===== src/rtl/fact_pkg.sv =====
// Shared definitions for the factorial bus slave and the master that drives it:
// register offsets, state encodings, opcode bit positions and the N limit.
package fact_pkg;

  localparam int MAX_N    = 20;
  localparam int RESULT_W = 64;
  localparam int CNT_W    = 6;

  localparam logic [3:0] ADDR_OPCODE   = 4'h0;
  localparam logic [3:0] ADDR_STATUS   = 4'h1;
  localparam logic [3:0] ADDR_INTR_EN  = 4'h2;
  localparam logic [3:0] ADDR_OPERAND  = 4'h3;
  localparam logic [3:0] ADDR_RESULT_H = 4'h4;
  localparam logic [3:0] ADDR_RESULT_L = 4'h5;

  localparam int OP_START_BIT = 0;
  localparam int OP_CLEAR_BIT = 1;

  typedef enum logic [1:0] {
    ST_IDLE = 2'd0,
    ST_BUSY = 2'd1,
    ST_DONE = 2'd2
  } state_t;

  // STATUS register layout: [1:0] state, bit2 overflow.
  function automatic logic [31:0] status_word(input state_t st, input logic ovf);
    return {29'd0, ovf, st};
  endfunction

endpackage


===== src/rtl/fact_mul.sv =====
// Combinational 64x6 multiplier; the product is truncated to 64 bits.
module fact_mul (
  input  logic [63:0] a,
  input  logic [5:0]  b,
  output logic [63:0] p
);

  assign p = a * {58'd0, b};

endmodule


===== src/rtl/factorial_core.sv =====
// Bus-slave factorial engine: memory-mapped registers, an iterative
// one-multiply-per-cycle N! datapath and a registered level interrupt.
module factorial_core #(
  parameter int DATA_W = 32,
  parameter int MAX_N  = 20
) (
  input  logic              clk,
  input  logic              reset,
  input  logic              s_sel,
  input  logic              s_wr,
  input  logic [3:0]        s_addr,
  input  logic [DATA_W-1:0] s_din,
  output logic [DATA_W-1:0] s_dout,
  output logic              m_interrupt
);

  import fact_pkg::*;

  state_t                state_q, state_d;
  logic [RESULT_W-1:0]   result_q, result_d;
  logic [CNT_W-1:0]      cnt_q, cnt_d;
  logic                  ovf_q, ovf_d;
  logic                  intr_en_q, intr_en_d;
  logic [DATA_W-1:0]     operand_q, operand_d;
  logic [RESULT_W-1:0]   product;
  logic [CNT_W-1:0]      mul_factor;
  logic [DATA_W-1:0]     rd_data;
  logic                  wr_en, rd_en, opcode_wr, start_req, clear_req;

  assign wr_en     = s_sel & s_wr;
  assign rd_en     = s_sel & ~s_wr;
  assign opcode_wr = wr_en && (s_addr == ADDR_OPCODE);
  assign start_req = opcode_wr & s_din[OP_START_BIT];
  assign clear_req = opcode_wr & s_din[OP_CLEAR_BIT];

  // N=0 and N=1 still take one BUSY cycle, multiplying by 1 rather than by cnt.
  assign mul_factor = (cnt_q < CNT_W'(2)) ? CNT_W'(1) : cnt_q;

  fact_mul u_mul (
    .a (result_q),
    .b (mul_factor),
    .p (product)
  );

  always_comb begin
    state_d  = state_q;
    result_d = result_q;
    cnt_d    = cnt_q;
    ovf_d    = ovf_q;
    if (clear_req) begin
      state_d  = ST_IDLE;
      result_d = '0;
      ovf_d    = 1'b0;
    end else begin
      case (state_q)
        ST_IDLE: begin
          if (start_req) begin
            if (operand_q > DATA_W'(MAX_N)) begin
              state_d  = ST_DONE;
              result_d = '0;
              ovf_d    = 1'b1;
            end else begin
              state_d  = ST_BUSY;
              result_d = RESULT_W'(1);
              cnt_d    = operand_q[CNT_W-1:0];
            end
          end
        end
        ST_BUSY: begin
          result_d = product;
          cnt_d    = cnt_q - CNT_W'(1);
          if (cnt_q <= CNT_W'(2)) begin
            state_d = ST_DONE;
          end
        end
        ST_DONE: begin
          state_d = ST_DONE;
        end
        default: begin
          state_d = ST_IDLE;
        end
      endcase
    end
  end

  // The operand is frozen while a computation is running; INTR_EN is always writable.
  always_comb begin
    intr_en_d = intr_en_q;
    operand_d = operand_q;
    if (wr_en && (s_addr == ADDR_INTR_EN)) begin
      intr_en_d = s_din[0];
    end
    if (wr_en && (s_addr == ADDR_OPERAND) && (state_q != ST_BUSY)) begin
      operand_d = s_din;
    end
  end

  always_comb begin
    rd_data = '0;
    case (s_addr)
      ADDR_STATUS:   rd_data = DATA_W'(status_word(state_q, ovf_q));
      ADDR_INTR_EN:  rd_data = DATA_W'(intr_en_q);
      ADDR_OPERAND:  rd_data = operand_q;
      ADDR_RESULT_H: rd_data = DATA_W'(result_q[63:32]);
      ADDR_RESULT_L: rd_data = DATA_W'(result_q[31:0]);
      default:       rd_data = '0;
    endcase
  end

  // Interrupt is registered from next-state values so it rises with DONE.
  always_ff @(posedge clk or posedge reset) begin
    if (reset) begin
      state_q     <= ST_IDLE;
      result_q    <= '0;
      cnt_q       <= '0;
      ovf_q       <= 1'b0;
      intr_en_q   <= 1'b0;
      operand_q   <= '0;
      s_dout      <= '0;
      m_interrupt <= 1'b0;
    end else begin
      state_q     <= state_d;
      result_q    <= result_d;
      cnt_q       <= cnt_d;
      ovf_q       <= ovf_d;
      intr_en_q   <= intr_en_d;
      operand_q   <= operand_d;
      m_interrupt <= (state_d == ST_DONE) & intr_en_d;
      if (rd_en) begin
        s_dout <= rd_data;
      end
    end
  end

endmodule


===== config.mk =====
export PLATFORM = sky130hd
export DESIGN_NAME = factorial_core
export DESIGN_NICKNAME = d
export VERILOG_FILES = /design/src/rtl/fact_pkg.sv /design/src/rtl/fact_mul.sv /design/src/rtl/factorial_core.sv
export SDC_FILE = /design/constraint.sdc
export NUM_CORES = 1
export LEC_CHECK = 0
export CAP_MARGIN = 25
export CELL_PAD_IN_SITES_DETAIL_PLACEMENT = 0
export CELL_PAD_IN_SITES_GLOBAL_PLACEMENT = 2
export CORE_MARGIN = 5
export CORE_UTILIZATION = 43
export DETAILED_ROUTE_END_ITERATION = 8
export PLACE_DENSITY_LB_ADDON = 0.1
export SLEW_MARGIN = 20
export SYNTH_ARGS = -nofsm -noshare
export SYNTH_HDL_FRONTEND = slang
export SYNTH_SLANG_ARGS = --single-unit

===== constraint.sdc =====
create_clock -name clk -period 8.95 [get_ports clk]
set_input_delay 1.3425 -clock clk [delete_from_list [all_inputs] [get_ports clk]]
set_output_delay 1.3425 -clock clk [all_outputs]
set_load 0.05 [all_outputs]

-- Word-level counts from Yosys, hierarchy flattened
Cells that the tools add are included.
- equality and inequality tests: 12
- order comparisons: 3
- bitwise gates (word level): 7
- $add $sub $neg: 1
- reductions and logical operators: 14
- muxes and demuxes: 19
- multipliers: 1
- operators by type and width (kind ; number):
    32-bit case mux with 5 select lines ; 1
    64-bit 2-to-1 mux ; 2
    64-bit case mux with 2 select lines ; 1
    64-bit by 6-bit multiplier with 64-bit output ; 1
    32-bit by 5-bit greater-than comparator with 1-bit output (second input constant) ; 1
    6-bit 2-to-1 mux ; 3
    6-bit case mux with 2 select lines ; 1
    4-bit by 2-bit equality test with 1-bit output (second input constant) ; 2
    4-bit by 3-bit equality test with 1-bit output (second input constant) ; 2
    2-bit 2-to-1 mux ; 4
    2-bit nonzero test ; 4
    6-bit by 2-bit less-or-equal comparator with 1-bit output (second input constant) ; 1
    6-bit by 2-bit < comparator with 1-bit output (second input constant) ; 1
    1-bit 2-to-1 mux ; 6
    2-bit case mux with 3 select lines ; 1
    6-bit by 1-bit subtractor with 6-bit output (second input constant) ; 1
    1-bit bitwise AND ; 5
    2-bit equality test (second input constant) ; 2
    4-bit by 1-bit equality test with 1-bit output (second input constant) ; 1
    1-bit logical AND ; 4
    4-bit zero test ; 1
    2-bit inequality test (second input constant) ; 2
    4-bit AND reduction ; 1
    3-bit inequality test (second input constant) ; 1
    7 further kinds ; 8
- input bits: 40
- register bits after elaboration: 139

-- Depth between registers and ports, before layout
- depth after elaboration: 8
- gate-level depth with buffers: 23

-- By module
Synthesis repeated with hierarchy kept, for this count alone.
- cell total of the unflattened synthesis: 1921
- area, all modules: 17628.2 µm²
- by module, submodules not included (module ; cells each ; area an instance (µm²) ; seq. area each (µm²) ; times used):
    fact_mul ; 1448 ; 11837.6 ; 0.0 ; 1
    factorial_core ; 473 ; 5790.6 ; 3478.3 ; 1

-- Least setup slack after synthesis
OpenSTA, ideal clock, no wires.
- path type: reg2reg
- start point: reg cnt_q[3]
- end point: reg result_q[59]
- slack: 3.516 ns
- data required time: 8.858 ns
- period minus slack after synthesis: 5.434 ns
- cell stages (with the launch flop): 23
- arrival time: 5.343 ns
- buffers on the path: 3
- path through: dfrtp_1 -> clkbuf_1 -> nor2_1 -> nand2_1 -> nor2_1 -> nor2_1 -> clkbuf_1 -> nor2b_1 -> fa_1 -> fa_1 -> inv_1 -> fa_1 -> inv_1 -> ha_1 -> clkbuf_1 -> nand4_1 -> or4b_1 -> o211ai_1 -> a211oi_2 -> a211oi_4 -> o211ai_2 -> nor3b_1 -> o31ai_2
- word-level cells in the longest chain between the ends: 5
- ends and longest elaborated chain (item ; line ; RTL):
    start, declared ; factorial_core.sv:21 ; logic [CNT_W-1:0] cnt_q, cnt_d;
    start signal, assigned ; factorial_core.sv:124 ; cnt_q <= cnt_d;
    6-bit by 2-bit < comparator with 1-bit output ; factorial_core.sv:37 ; assign mul_factor = (cnt_q < CNT_W'(2)) ? CNT_W'(1) : cnt_q;
    6-bit 2-to-1 mux (*) ; factorial_core.sv:37 ;
    64-bit by 6-bit multiplier with 64-bit output (*) ; fact_mul.sv:8 ; assign p = a * {58'd0, b};
    64-bit case mux with 2 select lines (*) ; factorial_core.sv:55 ; case (state_q)
    64-bit 2-to-1 mux (*) ; factorial_core.sv:50 ; if (clear_req) begin
    end signal, assigned ; factorial_core.sv:123 ; result_q <= result_d;
    end, declared ; factorial_core.sv:20 ; logic [RESULT_W-1:0] result_q, result_d;
Every way passes the cells marked *; elsewhere a longest branch is shown, timed or not.
A chain may end at the register's enable or synchronous reset.

-- Final worst setup path
- start point: reg cnt_q[2]
- end point: reg result_q[59]
The elaborated chain is that of the path after synthesis.

==> summary.md <==
| Metric | Value |
|---|---|
| Post-Syn Area | 17760 µm² |
| # Max-Cap Violations | 0 |
| Slew Limit Fails | 0 |
| Crit path max fanout | 29 |
| Synthesized Nets | 2343 |
| Filler Cells Inserted | 4041 |
| CP most frequent cell | fa_1 |
| Io pins | 73 |
| Place WS | 2.572 ns |
| Fin nets | 2352 |
| Final Wtd Congestion | 0.8935 |
| Worst Clk Skew | 0.01268 ns |
| WP depth | 21 |
| Pin count of the biggest net entering global routing | 77 |
| Startpoint Class | flop |
| Post-Route WL | 56210 µm |
| Synth cell count leaders | 315 x inv_1, 287 x and2_1, 237 x fa_1, 164 x nand2_1, 139 x dfrtp_1 |
| Ant diodes | 0 |
| Die area | 45470 µm² |
| Async set-or-reset flop fraction in the synthesized netlist | 100.0% |
| Internal | 1.134 mW |
| Sequential area share after synthesis | 19.58% |
| Critical path, cell by cell | nor2_1 > nand2_1 > nor2_1 > nor2_4 > buf_4 > nor2b_1 > fa_1 > fa_1 > inv_1 > fa_1 > inv_1 > ha_1 > nand2_1 > or3_1 > or3_4 > a2111oi_4 > o21ai_2 > a211oi_4 > o211ai_2 > nor3b_1 > o31ai_2 |
| Final Util | 47.76% |
| Combinational power share | 7.8% |
| WS Path Type | reg2reg |
| Share of the synthesized area in the top cell type | 26.71% |
| Worst r2r path cells | 21 |
| Area post-placement | 18910 µm² |
| Sequential share of power | 44.5% |
| Maximum VDD drop | 0.1055 mV |
| Switching Share | 28.26% |
| EDFF count, synth | 0 |
| Vias in the first global route | 15036 |
| Finish-stage setup viols | 0 |
| Via count | 14188 |
| Detail Placement HPWL | 40190 µm |
| #FFs+latches synth | 139 |
| Mean area per synthesized cell | 8.889 µm² |
| Area delta synth->final | 9.799% |
| RSZ-0062 raised after global routing | no |
| Hold_buf cts | 0 |
| Final Cycle Share | 72.13% |
| DRT Pass-1 Iters | 9 |
| Power Total | 1.580 mW |
| Synthesized netlist cell count | 1998 |
| DR WL/cell | 22.03 µm |
| Die height | 213.2 µm |
| Power per cell area | 81.05 nW/µm² |
| Synth unique cells | 74 |
| Top Family by Delay on Critical Path | simple AND/OR/NAND/NOR gates |
| Worst EP required | 9.35 ns |
| Starting Density | 43.50% |
| Final hold viol count | 0 |
| Buf/Inv on CP | 3 |
| GR Overflow Total | 0 |
| Crit-path slowest cell | nor2_4 |
| Die extent in x | 213.2 µm |
| CTS tree | yes |
| H-tree depth | 4 |
| Fin crit period | 6.455 ns |
| R2r setup slk | 2.49 ns |
| Worst min path class | reg2reg |
| # rows | 74 |
| Min setup slack post-route | 2.495 ns |
| Status | finished, final reports clean |
| Post-synth top flop | dfrtp_1 |
| Initial antenna violation count | 3 |
| CTS resizes | 0 |
| Synth warn | 0 |
| Setup crit end kind | flop |
| Switching pwr | 446.6 µW |
| Clock power frac | 47.7% |
| Critical Path AT | 6.85 ns |
| DRT iter0 DRCs | 1134 |
| Synth area leader | fa_1 |
| Cell Count, Final, Fillers Out | 2552 |
| Fin area | 19500 µm² |
| CTS Sinks | 139 |
| Vias per std cell | 5.560 |
| Hold WS | 0.4839 ns |
| Share of layout cells above drive strength 1 | 5.545% |
| Cells after DPL | 2520 |
| Post-route ant nets | 0 |
| Leak pwr | 9.308 nW |
| Post-Route Setup TNS | 0 ns |
| Root Buffer Master | clkbuf_16 |
| DRC violations left | 0 |
| Most frequent cell after synthesis | inv_1 |
| Deepest clock path buffer count | 2 |
| Max frequency | 154.9 MHz |
| Synth top area cells | fa_1 27%, dfrtp_1 20%, and2_1 10%, inv_1 6.7%, ha_1 4.8% |
| Worst-Skew Late Latency | 0.49 ns |
| Clock-pin slew on the worst setup and hold paths | 0.07 ns |
| Worst Max-Slew Pin Slew | 1.052 ns |
| Hold path depth | 2 |
| CTS buffer count | 17 |
| # Post-CTS Setup Buffers | 0 |
| First-pass GRT wire length | 88950 µm |
| Slew HR | 29.85% |
| PortBufs | 72 |
| CORE AREA | 40830 µm² |
| Crit-path max cell delay | 0.61 ns |
| GRT Total Usage | 25.76% |
registers in the layout (all words and copies together) (netlist names):
name and count:
state_q 2, s_dout 32, operand_q 32, ovf_q 1, cnt_q 6, intr_en_q 1, m_interrupt 1, result_q 64
layer usage:
layer	track usage [%]	share of wire (%)	vias up
li1	-	-	6443
met1	35.85	45	7313
met2	42.23	48	369
met3	4.628	5.6	63
met4	6.140	1.8	0
met5	0	0	-
layout make-up:
class	instances	area, µm²	share of cell area, %
Clock buffer	19	442.9	2.271
Clock inverter	13	143.9	0.7378
Inverter	316	1191	6.108
Multi-Input combinational cell	1446	12740	65.31
Sequential cell	139	3485	17.87
Tap cell	532	665.6	3.413
Timing Repair Buffer	87	837.1	4.292
power groups by stage:
stage	Sequential [mW]	Combinational, mW	Clock [mW]
after global placement	0.715	0.123	0
after global routing	0.707	0.134	0.797
after detailed placement	0.715	0.125	0
after CTS	0.704	0.125	0.779
after floorplan	0.700	0.0654	0
final	0.704	0.123	0.753
logic make-up after synthesis:
family | Yosys count | synth area share, %
AO/OA/AOI/OAI | 373 | 14.16
XOR/XNOR | 58 | 2.860
adder cells (fa/ha/maj) | 305 | 31.50
buffers and inverters | 413 | 8.954
flip-flops | 139 | 19.58
multiplexers | 41 | 2.557
AND/OR/NAND/NOR | 669 | 20.38
layout by cell type (no fill, tap or decap), types with 35 or more instances in the layout:
| cell | netlist | final |
|---|---|---|
| nor2_1 | 60 | 57 |
| a21oi_1 | 72 | 72 |
| o21ai_0 | 113 | 113 |
| fa_1 | 237 | 237 |
| clkdlybuf4s50_1 | 0 | 72 |
| dfrtp_1 | 139 | 134 |
| nor2b_1 | 64 | 64 |
| inv_1 | 315 | 314 |
| mux2_2 | 35 | 35 |
| a21o_1 | 35 | 35 |
| and2_1 | 287 | 287 |
| ha_1 | 68 | 68 |
| xnor2_1 | 38 | 38 |
| nand2_1 | 164 | 163 |
worst paths after layout:
check / from / end
setup / recovery: cnt_q[2] / result_q[59]
hold / removal: s_dout[0] / s_dout[0]
setup reg to reg: cnt_q[2] / result_q[59]
hold reg to reg: s_dout[0] / s_dout[0]
max in group asynchronous: reset / cnt_q[5]
min in group asynchronous: reset / state_q[0]
worst min-delay path: stages (launching register included):
cell and delay, ns:
dfrtp_1 0.35, nand2_1 0.05, o21ai_0 0.06
Power figures use the tool's default switching activity.
